$ cat config.mk
export PLATFORM = sky130hd
export DESIGN_NAME = dbg_capture_trigger_flat
export DESIGN_NICKNAME = d
export VERILOG_FILES = /design/src/rtl/dbg_capture_trigger_if.sv /design/src/rtl/dbg_capture_trigger.sv /design/src/flat_wrapper.sv
export SDC_FILE = /design/constraint.sdc
export NUM_CORES = 1
export LEC_CHECK = 0
export BUFFER_PORTS_ARGS = -buffer_cell sky130_fd_sc_hd__buf_2
export CORE_AREA = 2 2 415 417
export CTS_BUF_LIST = sky130_fd_sc_hd__clkbuf_8
export DETAILED_ROUTE_END_ITERATION = 10
export DIE_AREA = 0 0 417 419
export MAX_ROUTING_LAYER = met4
export PLACE_DENSITY_LB_ADDON = 0.15
export SYNTH_ARGS = -nofsm -noshare
export SYNTH_HDL_FRONTEND = slang
export SYNTH_SLANG_ARGS = --single-unit
export TNS_END_PERCENT = 50
$ cat constraint.sdc
create_clock -name clk -period 2.6 [get_ports clk]
set_input_delay 0.52 -clock clk [delete_from_list [all_inputs] [get_ports clk]]
set_output_delay 0.52 -clock clk [all_outputs]
set_load 0.01 [all_outputs]
$ cat src/rtl/dbg_capture_trigger_if.sv
// ---------------------------------------------------------------------------
// dbg_capture_trigger_if
// Write port of the debug capture RAM.
//   mem_we    : write enable for this cycle
//   mem_addr  : word address to write
//   mem_wdata : trace word to store
// Modports:
//   master : the trigger stage, which drives the write port
//   slave  : the capture RAM, which receives the writes
// ---------------------------------------------------------------------------
interface dbg_capture_trigger_if #(
  parameter int DATA_WIDTH = 256,
  parameter int ADDR_WIDTH = 9
);
  logic                  mem_we;
  logic [ADDR_WIDTH-1:0] mem_addr;
  logic [DATA_WIDTH-1:0] mem_wdata;

  modport master (output mem_we, output mem_addr, output mem_wdata);
  modport slave  (input  mem_we, input  mem_addr, input  mem_wdata);
endinterface

$ cat src/rtl/dbg_capture_trigger.sv
// ---------------------------------------------------------------------------
// dbg_capture_trigger
// Trigger and qualification stage in front of the debug capture RAM. Trace
// words go into a circular pre-trigger buffer. A masked compare or an
// external trigger stops the pre-trigger phase. A programmable number of
// post-trigger samples is then recorded, and the capture stops.
//
// Ports:
//   clk, rst          capture clock, synchronous active-high reset
//   arm_i, abort_i    single-cycle pulses: start / cancel a capture
//   trig_mask_i       compare mask (1 = bit participates)
//   trig_value_i      compare value
//   trig_ext_i        external trigger, qualified by sample_valid_i
//   post_count_i      samples to record after the trigger sample
//   sample_i          trace word
//   sample_valid_i    trace word is valid this cycle
//   mem               capture RAM write port (master side)
//   state_o           0=IDLE 1=PRE 2=POST 3=DONE
//   triggered_o       trigger seen in this capture
//   trig_addr_o       RAM address that holds the trigger sample
//   wrapped_o         write pointer has wrapped at least once
//   oldest_addr_o     address of the oldest valid sample
//   done_o            capture complete
// ---------------------------------------------------------------------------
module dbg_capture_trigger #(
  parameter int DATA_WIDTH = 256,
  parameter int ADDR_WIDTH = 9
) (
  input  logic                  clk,
  input  logic                  rst,
  input  logic                  arm_i,
  input  logic                  abort_i,
  input  logic [DATA_WIDTH-1:0] trig_mask_i,
  input  logic [DATA_WIDTH-1:0] trig_value_i,
  input  logic                  trig_ext_i,
  input  logic [ADDR_WIDTH-1:0] post_count_i,
  input  logic [DATA_WIDTH-1:0] sample_i,
  input  logic                  sample_valid_i,
  dbg_capture_trigger_if.master mem,
  output logic [1:0]            state_o,
  output logic                  triggered_o,
  output logic [ADDR_WIDTH-1:0] trig_addr_o,
  output logic                  wrapped_o,
  output logic [ADDR_WIDTH-1:0] oldest_addr_o,
  output logic                  done_o
);

  typedef enum logic [1:0] {
    ST_IDLE = 2'd0,
    ST_PRE  = 2'd1,
    ST_POST = 2'd2,
    ST_DONE = 2'd3
  } state_t;

  state_t                r_state;
  logic [ADDR_WIDTH-1:0] r_wr_ptr;
  logic [ADDR_WIDTH-1:0] r_post_cnt;
  logic [ADDR_WIDTH-1:0] r_trig_addr;
  logic                  r_triggered;
  logic                  r_wrapped;
  logic                  r_mem_we;
  logic [ADDR_WIDTH-1:0] r_mem_addr;
  logic [DATA_WIDTH-1:0] r_mem_wdata;

  logic [DATA_WIDTH-1:0] w_bit_miss;
  logic                  w_match;
  logic                  w_write;

  // Per-bit disagreement with the compare value, restricted to masked-in bits.
  for (genvar gi = 0; gi < DATA_WIDTH; gi++) begin : g_cmp
    assign w_bit_miss[gi] = (sample_i[gi] ^ trig_value_i[gi]) & trig_mask_i[gi];
  end

  assign w_match = sample_valid_i & ((~|w_bit_miss) | trig_ext_i);

  // A sample that arrives in the same cycle as abort is dropped.
  assign w_write = sample_valid_i & ~abort_i &
                   ((r_state == ST_PRE) | (r_state == ST_POST));

  always_ff @(posedge clk) begin
    if (rst) begin
      r_state     <= ST_IDLE;
      r_wr_ptr    <= '0;
      r_post_cnt  <= '0;
      r_trig_addr <= '0;
      r_triggered <= 1'b0;
      r_wrapped   <= 1'b0;
      r_mem_we    <= 1'b0;
      r_mem_addr  <= '0;
      r_mem_wdata <= '0;
    end else begin
      r_mem_we <= 1'b0;

      if (w_write) begin
        r_mem_we    <= 1'b1;
        r_mem_addr  <= r_wr_ptr;
        r_mem_wdata <= sample_i;
        r_wr_ptr    <= r_wr_ptr + ADDR_WIDTH'(1);
        // All-ones is DEPTH-1 for any address width.
        if (r_wr_ptr == '1) begin
          r_wrapped <= 1'b1;
        end
      end

      if (abort_i) begin
        // Status and pointer are kept so they stay readable after a cancel.
        r_state <= ST_IDLE;
      end else begin
        unique case (r_state)
          ST_IDLE, ST_DONE: begin
            if (arm_i) begin
              r_state     <= ST_PRE;
              r_wr_ptr    <= '0;
              r_triggered <= 1'b0;
              r_wrapped   <= 1'b0;
              r_trig_addr <= '0;
            end
          end
          ST_PRE: begin
            if (w_match) begin
              r_trig_addr <= r_wr_ptr;
              r_triggered <= 1'b1;
              r_post_cnt  <= post_count_i;
              r_state     <= (post_count_i == '0) ? ST_DONE : ST_POST;
            end
          end
          ST_POST: begin
            if (sample_valid_i) begin
              r_post_cnt <= r_post_cnt - ADDR_WIDTH'(1);
              if (r_post_cnt == ADDR_WIDTH'(1)) begin
                r_state <= ST_DONE;
              end
            end
          end
          default: r_state <= ST_IDLE;
        endcase
      end
    end
  end

  assign mem.mem_we    = r_mem_we;
  assign mem.mem_addr  = r_mem_addr;
  assign mem.mem_wdata = r_mem_wdata;

  assign state_o       = r_state;
  assign triggered_o   = r_triggered;
  assign trig_addr_o   = r_trig_addr;
  assign wrapped_o     = r_wrapped;
  // Before the first wrap the buffer fills from address 0 upward.
  assign oldest_addr_o = r_wrapped ? r_wr_ptr : '0;
  assign done_o        = (r_state == ST_DONE);

endmodule
$ cat src/flat_wrapper.sv
// flat-port wrapper written by rule: the top's interface ports become plain ports
module dbg_capture_trigger_flat 
#(
  parameter int DATA_WIDTH = 256,
  parameter int ADDR_WIDTH = 9
)
  (clk, rst, arm_i, abort_i, trig_mask_i, trig_value_i, trig_ext_i, post_count_i, sample_i, sample_valid_i, state_o, triggered_o, trig_addr_o, wrapped_o, oldest_addr_o, done_o, mem_mem_we, mem_mem_addr, mem_mem_wdata);
  dbg_capture_trigger_if #(.DATA_WIDTH(DATA_WIDTH), .ADDR_WIDTH(ADDR_WIDTH)) mem_i ();
  input  logic clk;
  input  logic rst;
  input  logic arm_i;
  input  logic abort_i;
  input  logic [DATA_WIDTH-1:0] trig_mask_i;
  input  logic [DATA_WIDTH-1:0] trig_value_i;
  input  logic trig_ext_i;
  input  logic [ADDR_WIDTH-1:0] post_count_i;
  input  logic [DATA_WIDTH-1:0] sample_i;
  input  logic sample_valid_i;
  output logic [1:0] state_o;
  output logic triggered_o;
  output logic [ADDR_WIDTH-1:0] trig_addr_o;
  output logic wrapped_o;
  output logic [ADDR_WIDTH-1:0] oldest_addr_o;
  output logic done_o;
  output wire logic [$bits(mem_i.mem_we)-1:0] mem_mem_we;
  output wire logic [$bits(mem_i.mem_addr)-1:0] mem_mem_addr;
  output wire logic [$bits(mem_i.mem_wdata)-1:0] mem_mem_wdata;
  assign mem_mem_we = mem_i.mem_we;
  assign mem_mem_addr = mem_i.mem_addr;
  assign mem_mem_wdata = mem_i.mem_wdata;
  dbg_capture_trigger #(.DATA_WIDTH(DATA_WIDTH), .ADDR_WIDTH(ADDR_WIDTH)) u_core (.clk(clk), .rst(rst), .arm_i(arm_i), .abort_i(abort_i), .trig_mask_i(trig_mask_i), .trig_value_i(trig_value_i), .trig_ext_i(trig_ext_i), .post_count_i(post_count_i), .sample_i(sample_i), .sample_valid_i(sample_valid_i), .mem(mem_i), .state_o(state_o), .triggered_o(triggered_o), .trig_addr_o(trig_addr_o), .wrapped_o(wrapped_o), .oldest_addr_o(oldest_addr_o), .done_o(done_o));
endmodule
==> metrics <==
run status=completed; reg2reg setup slack=180 ps; cell count after placement=between 5000 and 6000; Initial DRT Pass Iterations=5; area of the mapped netlist=14380 um2; final number of hold-violating endpoints=0; Post-Route Utilization=0.1664; endpoint class of the critical path=flip-flop; largest net degree at the start of global routing=roughly 120; number of synthesized flops with an enable pin=0; antenna violations before repair=around 140; number of vias after detailed routing=between 15000 and 20000; clock root buffer=clkbuf_8; Port Buf Inserts=1071; Critical Setup Path Class=primary input to flip-flop; summed negative setup slack over all endpoints=0 ps; number of H-tree branching levels=3; min setup slack post-route=just over 0.8 ps; clk_lat worst skew=770 ps; residual DRC count=0; Gate Count Post-Synth=roughly 1800; via count of the first global-routing pass=~20000; register clock-pin slew on the reported worst setup and hold paths=~60 ps; final design instance area without fill=between 20000 and 30000 um2; flops & latches, synth=~300; post-layout minimum cycle time=2599 ps; Clock Skews=71.42 ps; leakage power of the design=~13 nW; sort of element at the start of the critical path=primary input; GRT Util Overall=0.1830; num rows=between 150 and 200; Die X=about 420 um; core outline area=approximately 170000 um2; Post-CTS Setup Inserts=0; clock tree from TritonCTS=yes; effective utilization at floorplan=0.08431; Least-Margin Pin Slew=roughly 920 ps; distinct cell type count of the synthesized netlist=42; # IOs=1072; Max Freq=0.3847 GHz; count of non-filler cells in the finished layout=5688; wire length of the first global-routing pass=201400 um; part of the Yosys area used for sequential elements=0.4134; Max-slew headroom=0.3822; commonest cells after routing, fill and taps aside=buf_2, nand2_1, buf_4, dfxtp_1, a21oi_1; share of synthesized registers carrying an async set or reset=0; vertical extent of the die=~420 um; Cell Pwr Density=518.2 nW/um2; post-route total power=between 10 and 15 mW; number of CTS-inserted buffers=73; most common cell after layout, fill and taps aside=buf_2; Final Cycle Share=0.9997; HPWL after detailed placement=between 100000 and 150000 um; WL final=around 160000 um; Initial DRC Count=roughly 960; worst setup slack before clock tree synthesis=-1928 ps; setup-violating endpoint count in the final report=0; Max Slew Vio Count=0; gpl congestion=0.9980; peak supply drop=0.3159 mV; Sinks on Clock Net=between 200 and 300; GR Overflow Total=0; maximum clock insertion buffer count=3; fraction of layout instances using a drive strength above 1=0.4694; remaining antenna violation count=0; layout overhead on the synthesized area=97.40%; final-stage net count=slightly above 4000; Max Cap Viol=0; classification of the worst-slack hold path=primary input to flip-flop; Via density=~3.5; Crit path required time=~3200 ps; top flip-flop cell by instance count after synthesis=dfxtp_1; Die Footprint=around 170000 um2; Placed Area=around 25000 um2; mean area per synthesized cell=roughly 7.9 um2; WHS=around 150 ps; routed length per instance=roughly 28 um; arrival time reported for the critical path endpoint=between 3000 and 4000 ps; Max Fanout on Critical Path=3; net count after synthesis=approximately 2600; number of synthesis warnings=0
==> final timing paths <==
check	startpoint	cells after the start	endpoint
worst max-delay path	sample_i[82]	10	u_core.state_o[0]
worst min-delay path	sample_i[104]	4	u_core.mem.mem_wdata[104]
worst max register to register	u_core.state_o[0]	9	u_core.mem.mem_wdata[28]
worst min register to register	u_core.mem.mem_wdata[60]	2	u_core.mem.mem_wdata[60]
==> final cells by class <==
class / count / area [um2]
antenna: 51 / 127.6
clock buffer: 94 / 1294
clock inverter: 35 / 215.2
fill: 19800 / 142200
inverter: 11 / 41.29
multi-input combinational: 1420 / 8418
sequential: 297 / 5946
tap: 2233 / 2794
timing repair buffer: 1547 / 9555
==> cells in the mapped netlist, types with 6 or more instances <==
library cell / count / share of area
dfxtp_1: 297 / 0.41
xor2_1: 259 / 0.16
mux2_2: 12 / 0.0094
o31ai_1: 6 / 0.0031
nor3_1: 10 / 0.0035
a21oi_1: 292 / 0.10
clkbuf_1: 97 / 0.025
nor4_1: 10 / 0.0043
nand4_1: 43 / 0.019
nand2_1: 565 / 0.15
and2_1: 9 / 0.0039
ha_1: 7 / 0.0061
o21ai_0: 10 / 0.0035
nor2_1: 26 / 0.0068
a22oi_1: 128 / 0.067
inv_1: 11 / 0.0029
==> cells by family after synthesis <==
| kind of cell | after synthesis | synth area share |
|---|---|---|
| and+or+nand+nor | 676 | 0.1904 |
| AOI/OAI and AO/OA | 459 | 0.1888 |
| adders and majority gates | 7 | 0.006089 |
| buffers and inverters | 113 | 0.03019 |
| xor gates and xnor gates | 261 | 0.1589 |
| muxes | 16 | 0.01218 |
| DFF | 297 | 0.4134 |
==> power by group <==
group | internal [mW] | switching [mW] | total [mW] | leakage (nW)
Sequential | 4.70 | 0.0836 | 4.78 | 2.40
Clock | 3.35 | 2.83 | 6.18 | 0.862
Combinational | 1.62 | 2.13 | 3.75 | 9.61
Total | 9.67 | 5.04 | 14.7 | 12.9
==> timing repair <==
action                                  CTS  global route
endpoints found under the setup margin   21            23
cloned                                    0             1
resized for setup                        35            46
pin swaps                                14            35
hold buffers                            125             0
hold endpoints to repair                126             0
==> sequential cells by signal, indices dropped and copies added (netlist names) <==
register,cells
u_core.trig_addr_o,9
u_core.r_wr_ptr,9
u_core.triggered_o,1
u_core.wrapped_o,1
u_core.mem.mem_wdata,256
u_core.r_post_cnt,9
u_core.mem.mem_addr,9
u_core.state_o,2
u_core.mem.mem_we,1
==> critical path, cell delays in order <==
cell and delay (ps):
dlygate4sd3_1 640, xor2_1 200, a22oi_2 190, nand4_1 200, nor4_4 320, buf_4 170, and4_4 280, a21oi_4 90
a211o_1 330, a221oi_1 260
==> layer usage <==
layer / global-route usage / up-vias / routed length, um
li1: - / 9373 / -
met1: 0.2069 / 9285 / 65100
met2: 0.3254 / 768 / 82680
met3: 0.04547 / 229 / 9592
met4: 0.03691 / 0 / 3644
met5: - / - / 0
Note: power is estimated with default switching activity, not from simulation.
